**src/rtl/rast_pkg.sv**
```systemverilog
// Shared rasterizer definitions: traversal FSM states, fixed-point defaults
// and the subsample step decode.
package rast_pkg;

  localparam int unsigned SIGFIG_DEF = 24;
  localparam int unsigned RADIX_DEF  = 10;

  typedef enum logic {
    WAIT = 1'b0,
    TEST = 1'b1
  } state_t;

  // One-hot subsample select to a step in fixed-point units. Illegal codes
  // fall back to a full pixel so traversal always makes forward progress.
  function automatic logic [31:0] step_decode(input logic [3:0]  sub,
                                              input int unsigned radix);
    logic [31:0] one;
    one = 32'd1;
    case (sub)
      4'b1000: step_decode = one << radix;
      4'b0100: step_decode = one << (radix - 1);
      4'b0010: step_decode = one << (radix - 2);
      4'b0001: step_decode = one << (radix - 3);
      default: step_decode = one << radix;
    endcase
  endfunction

endpackage

```
**src/rtl/sample_lane_gen.sv**
```systemverilog
// One sample lane: position base.x + LANE*step on the current row, valid
// while that position lies at or left of the box's right edge.
module sample_lane_gen #(
  parameter int SIGFIG = 24,
  parameter int LANE   = 0
) (
  input  logic signed [SIGFIG+1:0] base_x,
  input  logic        [SIGFIG-1:0] base_y,
  input  logic signed [SIGFIG+1:0] step,
  input  logic signed [SIGFIG+1:0] ur_x,
  output logic        [SIGFIG-1:0] samp_x,
  output logic        [SIGFIG-1:0] samp_y,
  output logic                     valid
);

  localparam int W = SIGFIG + 2;
  localparam logic signed [W-1:0] IDX = W'(LANE);

  logic signed [W-1:0] lane_x;

  always_comb begin
    lane_x = base_x + IDX * step;
    samp_x = lane_x[SIGFIG-1:0];
    samp_y = base_y;
    valid  = (lane_x <= ur_x);
  end

endmodule

```
**src/rtl/sample_iter_ctrl.sv**
```systemverilog
// Walks a triangle's snapped bounding box row by row, emitting MULTI_TEST
// sample positions per cycle with per-lane valids and a last-row pulse.
module sample_iter_ctrl
  import rast_pkg::*;
#(
  parameter int SIGFIG     = SIGFIG_DEF,
  parameter int RADIX      = RADIX_DEF,
  parameter int VERTS      = 3,
  parameter int AXIS       = 3,
  parameter int COLORS     = 3,
  parameter int MULTI_TEST = 4
) (
  input  logic                                         clk,
  input  logic                                         rst,
  input  logic signed [VERTS-1:0][AXIS-1:0][SIGFIG-1:0] tri_R13S,
  input  logic        [COLORS-1:0][SIGFIG-1:0]          color_R13U,
  input  logic signed [1:0][1:0][SIGFIG-1:0]            box_R13S,
  input  logic                                         validTri_R13H,
  input  logic        [3:0]                            subSample_RnnnnU,
  input  logic                                         halt_in,
  output logic                                         halt_RnnnnL,
  output logic signed [VERTS-1:0][AXIS-1:0][SIGFIG-1:0] tri_R14S,
  output logic        [COLORS-1:0][SIGFIG-1:0]          color_R14U,
  output logic signed [MULTI_TEST-1:0][1:0][SIGFIG-1:0] sample_R14S,
  output logic        [MULTI_TEST-1:0]                 validSamp_R14H,
  output logic                                         tri_done_R14H
);

  localparam int W = SIGFIG + 2;
  localparam logic signed [W-1:0] M_W = W'(MULTI_TEST);

  function automatic logic signed [W-1:0] sx(input logic [SIGFIG-1:0] v);
    sx = W'($signed(v));
  endfunction

  state_t state;

  logic [SIGFIG-1:0] ll_x_r, ur_x_r, ur_y_r;
  logic [SIGFIG-1:0] step_r, step_dec;
  logic [SIGFIG-1:0] base_x, base_y;

  logic                box_ok, accept, nxt_last;
  logic signed [W-1:0] cur_step, adv_x_sum, adv_y_sum;
  logic signed [W-1:0] sel_step, sel_ur_x, sel_ur_y;
  logic signed [W-1:0] nxt_x, nxt_y;

  logic [MULTI_TEST-1:0][SIGFIG-1:0] lane_x, lane_y;
  logic [MULTI_TEST-1:0]             lane_v;

  // The lanes always see the row about to be registered: the box's LL corner
  // on accept, otherwise the advanced position. nxt_last looks one row ahead
  // so tri_done coincides with the final row rather than trailing it.
  always_comb begin
    step_dec  = SIGFIG'(step_decode(subSample_RnnnnU, RADIX));
    box_ok    = (sx(box_R13S[0][0]) <= sx(box_R13S[1][0])) &&
                (sx(box_R13S[0][1]) <= sx(box_R13S[1][1]));
    accept    = (state == WAIT) && validTri_R13H && !halt_in && box_ok;
    cur_step  = $signed(W'(step_r));
    adv_x_sum = sx(base_x) + M_W * cur_step;
    adv_y_sum = sx(base_y) + cur_step;
    if (state == WAIT) begin
      sel_step = $signed(W'(step_dec));
      sel_ur_x = sx(box_R13S[1][0]);
      sel_ur_y = sx(box_R13S[1][1]);
      nxt_x    = sx(box_R13S[0][0]);
      nxt_y    = sx(box_R13S[0][1]);
    end else begin
      sel_step = cur_step;
      sel_ur_x = sx(ur_x_r);
      sel_ur_y = sx(ur_y_r);
      if (adv_x_sum <= sx(ur_x_r)) begin
        nxt_x = adv_x_sum;
        nxt_y = sx(base_y);
      end else begin
        nxt_x = sx(ll_x_r);
        nxt_y = adv_y_sum;
      end
    end
    nxt_last = (nxt_x + M_W * sel_step > sel_ur_x) &&
               (nxt_y + sel_step > sel_ur_y);
  end

  for (genvar i = 0; i < MULTI_TEST; i++) begin : g_lane
    sample_lane_gen #(
      .SIGFIG (SIGFIG),
      .LANE   (i)
    ) u_lane (
      .base_x (nxt_x),
      .base_y (nxt_y[SIGFIG-1:0]),
      .step   (sel_step),
      .ur_x   (sel_ur_x),
      .samp_x (lane_x[i]),
      .samp_y (lane_y[i]),
      .valid  (lane_v[i])
    );
  end

  always_comb begin
    halt_RnnnnL = (state == TEST) | halt_in;
  end

  always_ff @(posedge clk or negedge rst) begin
    if (!rst) begin
      state          <= WAIT;
      ll_x_r         <= '0;
      ur_x_r         <= '0;
      ur_y_r         <= '0;
      step_r         <= '0;
      base_x         <= '0;
      base_y         <= '0;
      tri_R14S       <= '0;
      color_R14U     <= '0;
      sample_R14S    <= '0;
      validSamp_R14H <= '0;
      tri_done_R14H  <= 1'b0;
    end else if (!halt_in) begin
      case (state)
        WAIT: begin
          validSamp_R14H <= '0;
          tri_done_R14H  <= 1'b0;
          if (accept) begin
            state      <= TEST;
            tri_R14S   <= tri_R13S;
            color_R14U <= color_R13U;
            ll_x_r     <= box_R13S[0][0];
            ur_x_r     <= box_R13S[1][0];
            ur_y_r     <= box_R13S[1][1];
            step_r     <= step_dec;
            base_x     <= nxt_x[SIGFIG-1:0];
            base_y     <= nxt_y[SIGFIG-1:0];
            for (int unsigned i = 0; i < MULTI_TEST; i++) begin
              sample_R14S[i][0] <= lane_x[i];
              sample_R14S[i][1] <= lane_y[i];
            end
            validSamp_R14H <= lane_v;
            tri_done_R14H  <= nxt_last;
          end
        end
        TEST: begin
          if (tri_done_R14H) begin
            state          <= WAIT;
            validSamp_R14H <= '0;
            tri_done_R14H  <= 1'b0;
          end else begin
            base_x <= nxt_x[SIGFIG-1:0];
            base_y <= nxt_y[SIGFIG-1:0];
            for (int unsigned i = 0; i < MULTI_TEST; i++) begin
              sample_R14S[i][0] <= lane_x[i];
              sample_R14S[i][1] <= lane_y[i];
            end
            validSamp_R14H <= lane_v;
            tri_done_R14H  <= nxt_last;
          end
        end
        default: state <= WAIT;
      endcase
    end
  end

endmodule

```
**config.mk**
```make
export PLATFORM = sky130hd
export DESIGN_NAME = sample_iter_ctrl
export DESIGN_NICKNAME = d
export VERILOG_FILES = /design/src/rtl/rast_pkg.sv /design/src/rtl/sample_lane_gen.sv /design/src/rtl/sample_iter_ctrl.sv
export SDC_FILE = /design/constraint.sdc
export NUM_CORES = 1
export LEC_CHECK = 0
export CAP_MARGIN = 10
export CORE_AREA = 2 2 346 348
export CTS_CLUSTER_SIZE = 20
export DETAILED_ROUTE_END_ITERATION = 7
export DIE_AREA = 0 0 348 350
export PLACE_DENSITY = 0.56
export SYNTH_ARGS = -nofsm -noshare
export SYNTH_HDL_FRONTEND = slang
export SYNTH_SLANG_ARGS = --single-unit
```
**constraint.sdc**
```tcl
create_clock -name clk -period 10.75 [get_ports clk]
set_clock_uncertainty 0.1 [all_clocks]
set_input_delay 1.075 -clock clk [delete_from_list [all_inputs] [get_ports clk]]
set_output_delay 1.075 -clock clk [all_outputs]
set_load 0.1 [all_outputs]
```
==> key figures, run 1 <==
CTS
  – Clock buffer depth: 3
  – Number of buffers created by CTS: 60
  – H-tree levels: 2
  – Clk root buf: clkbuf_16
  – Clk_lat worst skew: 0.67 ns
  – CTS clk-pin slew, worst paths: about 0.07 ns
  – Post-CTS setup-driven buffer insertion count: 0
  – CTS tree: done
  – Post-cts repair resize count: 0
  – Hold_buf cts: 0
  – Sink Count: 467

Floorplan
  – Die area: 122000 µm²
  – # IOs: about 900
  – Cell Rows: between 100 and 150
  – Core area: 118000 µm²
  – Die width: roughly 350 µm
  – Initial Utilization: 23.1%
  – Die Ht: 350 µm

Finish
  – Post-layout util: between 30% and 40%
  – Share of layout cells above drive strength 1: 17.1%
  – # nets final: between 3000 and 4000
  – Post-route cell area: 39000 µm²
  – Layout area overhead: 43.8%
  – Layout fillers: 12000
  – Fin cells: roughly 4900

Synth
  – Syn nets: 3155
  – Post-synth EDFFs: 0
  – Most numerous cell in the Yosys netlist: dfrtp_1
  – Sequential-to-total area share from yosys stat: 43.0%
  – Synth top area cells: dfrtp_1, mux2_2, ha_1
  – Cells after Synth: about 2500
  – Yosys reg bits: 467
  – Area leader, netlist: dfrtp_1
  – Top cells by count, synth: dfrtp_1, mux2_2, nand2_1
  – Avg Cell Area, Syn: 10.7 µm²
  – Post-synthesis cell type count: between 80 and 90
  – Yosys top cell area share: between 40% and 50%
  – Area of the mapped netlist: 27100 µm²
  – Synth Flop Type: dfrtp_1
  – Synth Warn #: 0
  – Synth async-reset ratio: 100%

Drt
  – Vias after detailed routing: 22300
  – Remaining DRCs: 0
  – DRT Pass-1 Iters: 5
  – Via density: 4.57
  – Drt wl/cell: between 20 and 25 µm
  – DRT iter0 DRCs: 1213
  – ANT nets after route: 0
  – Total Wirelength: 118000 µm

Min path
  – Worst min path class: in2async

Job
  – Max-cap violation count: 0

STA
  – Crit share post-route: 81.5%
  – Unrepaired setup endpoints after global routing: no
  – Worst rel slew slack: roughly 20%
  – Final Slew Violations: 0
  – Final hold violations: 0
  – Minimum clock period: 8.76 ns
  – Setup violators final: 0
  – Max Clk Rate: between 0.1 and 0.15 GHz
  – Worst-margin pin slew: 1.19 ns
  – Sum Neg Setup Slack: 0 ns

Worst setup path
  – CP Class: reg2reg
  – Slowest cell on the critical path: a21oi_1
  – CP Max Fanout: 32
  – Crit start category: register
  – Top cell family by delay on the critical path: compound AO/OA/AOI/OAI gates
  – Crit path buf inv count: 4
  – Top cell by count, worst path: a21oi_1
  – Crit path largest cell delay: 0.59 ns
  – Worst EP required: around 11 ns
  – Worst path arrival time: roughly 9.2 ns
  – Worst setup EP type: register

Place
  – # port buffers: 877
  – Placer Congestion: 0.888
  – Placed cells: between 4000 and 5000
  – Placed cell areas: 36900 µm²
  – Placed wire-length estimate: 94700 µm

Global route
  – Largest net degree at the start of global routing: 159
  – GRT Total Usage: 18.7%
  – Initial antenna violation count: 39
  – First-pass GRT wire length: 165000 µm
  – Vias in the first global route: 22300
  – Overflow after GRT: 0

Run status
  – Status: finished clean
==> path summary, 6_finish.rpt <==
path                            slack, ns                 to             start  depth (start not counted)
max in group asynchronous            7.88       tri_R14S[66]               rst                          3
worst min-delay path                 0.25       tri_R14S[74]               rst                          1
worst min register to register       0.37   sample_R14S[109]  sample_R14S[109]                          2
worst max-delay path                 1.99  validSamp_R14H[3]         step_r[7]                         36
worst max register to register       1.99  validSamp_R14H[3]         step_r[7]                         36
min in group clk                     0.37   sample_R14S[109]  sample_R14S[109]                          2
==> registers in the layout, indices dropped and copies added (netlist names) <==
register and count:
color_R14U 72, ll_x_r 24, sample_R14S 97, state 1
step_r 4, tri_R14S 216, tri_done_R14H 1, ur_x_r 24
ur_y_r 24, validSamp_R14H 4
==> cell usage in the layout, fill, tap and decap left out, drive strengths merged, types with 65 or more instances in the layout <==
| cell | Yosys | final |
|---|---|---|
| a21oi | 94 | 94 |
| buf | 126 | 65 |
| clkbuf | 73 | 87 |
| clkdlybuf4s50 | 0 | 837 |
| dfrtp | 467 | 467 |
| ha | 227 | 227 |
| inv | 121 | 123 |
| mux2 | 355 | 355 |
| nand2 | 292 | 292 |
| nor2 | 90 | 90 |
| o21ai | 124 | 124 |
==> cell families (layout without fill, tap and decap cells) <==
group	Yosys count	after routing	share of synthesized area, %
buf+inv	320	1132	5.84
compound gates	398	398	9.40
other cells	0	6	0
mux	416	416	17.0
xor+xnor	80	80	2.58
flops	467	467	43.0
fa+ha+maj	237	237	11.2
simple gates	608	608	10.9
==> final cells by class <==
class                   count  area, µm²  area share [%]
multi-input cells        1739      13900            35.7
flip-flops and latches    467      11700            30.0
repair buffers            902       8900            22.8
well taps                1536       1920            4.92
clock buffers              87       1780            4.57
inverters                 121        454            1.16
clock inverters            22        332           0.850
diodes                      6       15.0          0.0385
==> stage by stage <==
stage / hold slack (ns) / setup WS (ns)
after global routing: 0.284 / 1.28
after global placement: 0.360 / 2.11
after floorplan: 0.342 / 2.01
after CTS: 0.260 / 1.97
after detailed placement: 0.363 / 1.98
final: 0.255 / 1.99
==> metal layers <==
metal  up-vias  part of all wire (%)  GRT usage (%)
li1      10400                     -              -
met1     10900                    37           20.9
met2       804                    51           33.8
met3       201                   8.0           5.85
met4        34                   3.4           5.93
met5         -                  0.20              0
==> worst register-to-register path: cells and delay by family (launching register included) <==
family	cells	cell delay [ns]
fa+ha+maj	6	2.14
flops	1	0.41
compound gates	15	3.33
simple gates	9	1.88
mux	1	0.15
buf+inv	4	0.41
xor+xnor	1	0.20
Power of run 1 is left out: the tool's default activity adds up to more than one toggle a clock period on the data nets, which glitch-free logic cannot reach.
==> run 2, diff against run 1 <==
CORE_AREA = 2 2 341 343   (was 2 2 346 348)
DIE_AREA = 0 0 343 345   (was 0 0 348 350)
PLACE_DENSITY = 0.58   (was 0.56)
clock period = 7.3 ns   (was 10.75 ns; I/O delays follow)
==> key figures, run 2 (synthesis results as in run 1) <==
Worst setup path
  – Worst EP required: 7.74 ns (was 11.18 ns)
  – Crit path largest cell delay: 0.49 ns (was 0.59 ns)
  – Crit start category: register (unchanged)
  – CP Class: reg2reg (unchanged)
  – Slowest cell on the critical path: dfrtp_4 (was a21oi_1)
  – Worst path arrival time: 7.65 ns (was 9.19 ns)
  – CP Max Fanout: 5 (was 32)
  – FF-to-FF setup slack: 0.09 ns (was 1.99 ns)
  – Worst setup EP type: register (unchanged)

CTS
  – Clk root buf: clkbuf_16 (unchanged)
  – Sink Count: 467 (unchanged)
  – Number of buffers created by CTS: 59 (was 60)
  – CTS tree: done (unchanged)
  – CTS clk-pin slew, worst paths: 0.06 ns (was 0.07 ns)
  – Clk_lat worst skew: 0.67 ns (about the same)
  – H-tree levels: 2 (unchanged)
  – Clock buffer depth: 3 (unchanged)
  – Hold_buf cts: 0 (unchanged)

Floorplan
  – Cell Rows: 125 (was 126)
  – Die width: 343 µm (was 348 µm)
  – Core area: 115000 µm² (was 118000 µm²)
  – Die area: 118000 µm² (was 122000 µm²)
  – # IOs: 878 (unchanged)
  – Initial Utilization: 23.6% (was 23.1%)
  – Die Ht: 345 µm (was 350 µm)

STA
  – Worst-margin pin slew: 1.24 ns (was 1.19 ns)
  – Setup violators final: 0 (unchanged)
  – Unrepaired setup endpoints after global routing: yes (was no)
  – Setup ws final: 0.0935 ns (was 1.99 ns)
  – Worst rel slew slack: 17.1% (was 20.2%)
  – Sum Neg Setup Slack: 0 ns (unchanged)
  – Max Clk Rate: 0.139 GHz (was 0.114 GHz)
  – Final hold violations: 0 (unchanged)
  – Minimum clock period: 7.21 ns (was 8.76 ns)
  – Crit share post-route: 98.7% (was 81.5%)
  – Final Slew Violations: 0 (unchanged)

Job
  – Max-cap violation count: 0 (unchanged)

Drt
  – Remaining DRCs: 0 (unchanged)
  – DRT iter0 DRCs: 1316 (was 1213)
  – Via density: 4.60 (was 4.57)
  – Total Wirelength: 117000 µm (was 118000 µm)
  – ANT nets after route: 0 (unchanged)
  – DRT Pass-1 Iters: 5 (unchanged)
  – Vias after detailed routing: 22700 (was 22300)
  – Drt wl/cell: 23.8 µm (was 24.1 µm)

Place
  – Placed cells: 4809 (was 4765)
  – Placed wire-length estimate: 93600 µm (was 94700 µm)
  – Placed cell areas: 37500 µm² (was 36900 µm²)
  – Placer Congestion: 0.881 (was 0.888)
  – Pre-CTS setup slack: -0.0651 ns (was 1.98 ns)
  – # port buffers: 877 (unchanged)

Finish
  – Layout area overhead: 47.1% (was 43.8%)
  – Fin cells: 4933 (was 4880)
  – Top register by number of flip-flops: tri_R14S (unchanged)
  – Most frequent cells in the layout: clkdlybuf4s50_1, dfrtp_1, mux2_2 (unchanged)
  – Post-route cell area: 39900 µm² (was 39000 µm²)
  – Most common cell after layout, fill and taps aside: clkdlybuf4s50_1 (unchanged)
  – Layout fillers: 11700 (was 12000)
  – Max reg flops: 216 (unchanged)
  – # nets final: 3993 (was 3920)
  – Multi-input logic area: 14300 µm² (was 13900 µm²)
  – Share of layout cells above drive strength 1: 20.5% (was 17.1%)
  – Register area: 11700 µm² (about the same)
  – Top Registers: tri_R14S: 216 flops, sample_R14S: 97 flops, color_R14U: 72 flops (unchanged)

Global route
  – Overflow after GRT: 0 (unchanged)
  – GRT Total Usage: 19.1% (was 18.7%)
  – First-pass GRT wire length: 165000 µm (about the same)
  – Largest net degree at the start of global routing: 147 (was 159)
  – Vias in the first global route: 23100 (was 22300)
  – Initial antenna violation count: 26 (was 39)

Run status
  – Status: finished clean (unchanged)

Min path
  – Worst min path class: in2async (unchanged)
-- run 2: cell count changes in the layout (fill, tap and decap cells not counted), moves of 4 or more --
cell       change
ha_1           -5
dfrtp_2        +8
a31oi_1        -4
clkbuf_8       -7
buf_12         +7
buf_4         +62
dfrtp_1       -10
nor3_1         -8
a21oi_1       -12
a21oi_2       +10
nor3_2         +6
a2111oi_0      -4
-- run 2: worst paths after layout --
| kind | cells past startpoint | to | startpoint |
|---|---|---|---|
| max in group asynchronous | 2 | sample_R14S[10] | rst |
| max reg2reg | 38 | validSamp_R14H[3] | sample_R14S[9] |
| min in group clk | 2 | sample_R14S[58] | sample_R14S[58] |
| min reg2reg | 2 | sample_R14S[58] | sample_R14S[58] |
| min | 1 | tri_R14S[113] | rst |
| max | 38 | validSamp_R14H[3] | sample_R14S[9] |
-- run 2: area by class of cell --
type | count | area share [%]
multi-input cells | 1739 | 35.8
flip-flops and latches | 467 | 29.3
repair buffers | 976 | 24.0
well taps | 1524 | 4.77
clock buffers | 81 | 4.23
inverters | 121 | 1.14
clock inverters | 22 | 0.771
diodes | 3 | 0.0188
-- run 2: routing by layer --
metal  vias to the layer above  routed length, µm  global-route usage [%]
met5                         -                198                       0
met4                        30               3270                    5.33
met3                       167               8460                    5.24
met2                       782              63600                    36.7
met1                     11200              41700                    19.9
li1                      10500                  -                       -
-- run 2: per-stage QoR --
| step | utilization, % | hold slack, ns |
|---|---|---|
| after floorplan | - | 0.334 |
| after global placement | 32.6 | 0.359 |
| after detailed placement | 32.6 | 0.363 |
| after CTS | 34.4 | 0.0573 |
| after global routing | 34.7 | 0.0882 |
| final | 34.7 | 0.0485 |
-- run 2: what timing repair did --
item	CTS	global route
buffers inserted	1	16
pin swaps	4	36
gates cloned	0	1
endpoints found under the setup margin	2	5
resized for setup	3	54
-- run 2: critical path, delay by kind of cell (launching register included) --
kind	cells	cell delay, ns
adder cells (fa/ha/maj)	7	1.91
buffers and inverters	6	0.64
AO/OA/AOI/OAI	15	2.50
multiplexers	1	0.15
flip-flops	1	0.49
XOR/XNOR	1	0.17
AND/OR/NAND/NOR	8	1.09
Power of run 2 is left out for the same reason.
==> run 3, diff against run 2 <==
CTS_CLUSTER_SIZE = 25   (was 20)
SLEW_MARGIN = 0   (was unset)
==> results of run 3 <==
The final DEF is identical to that of run 2; final timing and power are the same.
Power of run 3 is left out for the same reason.
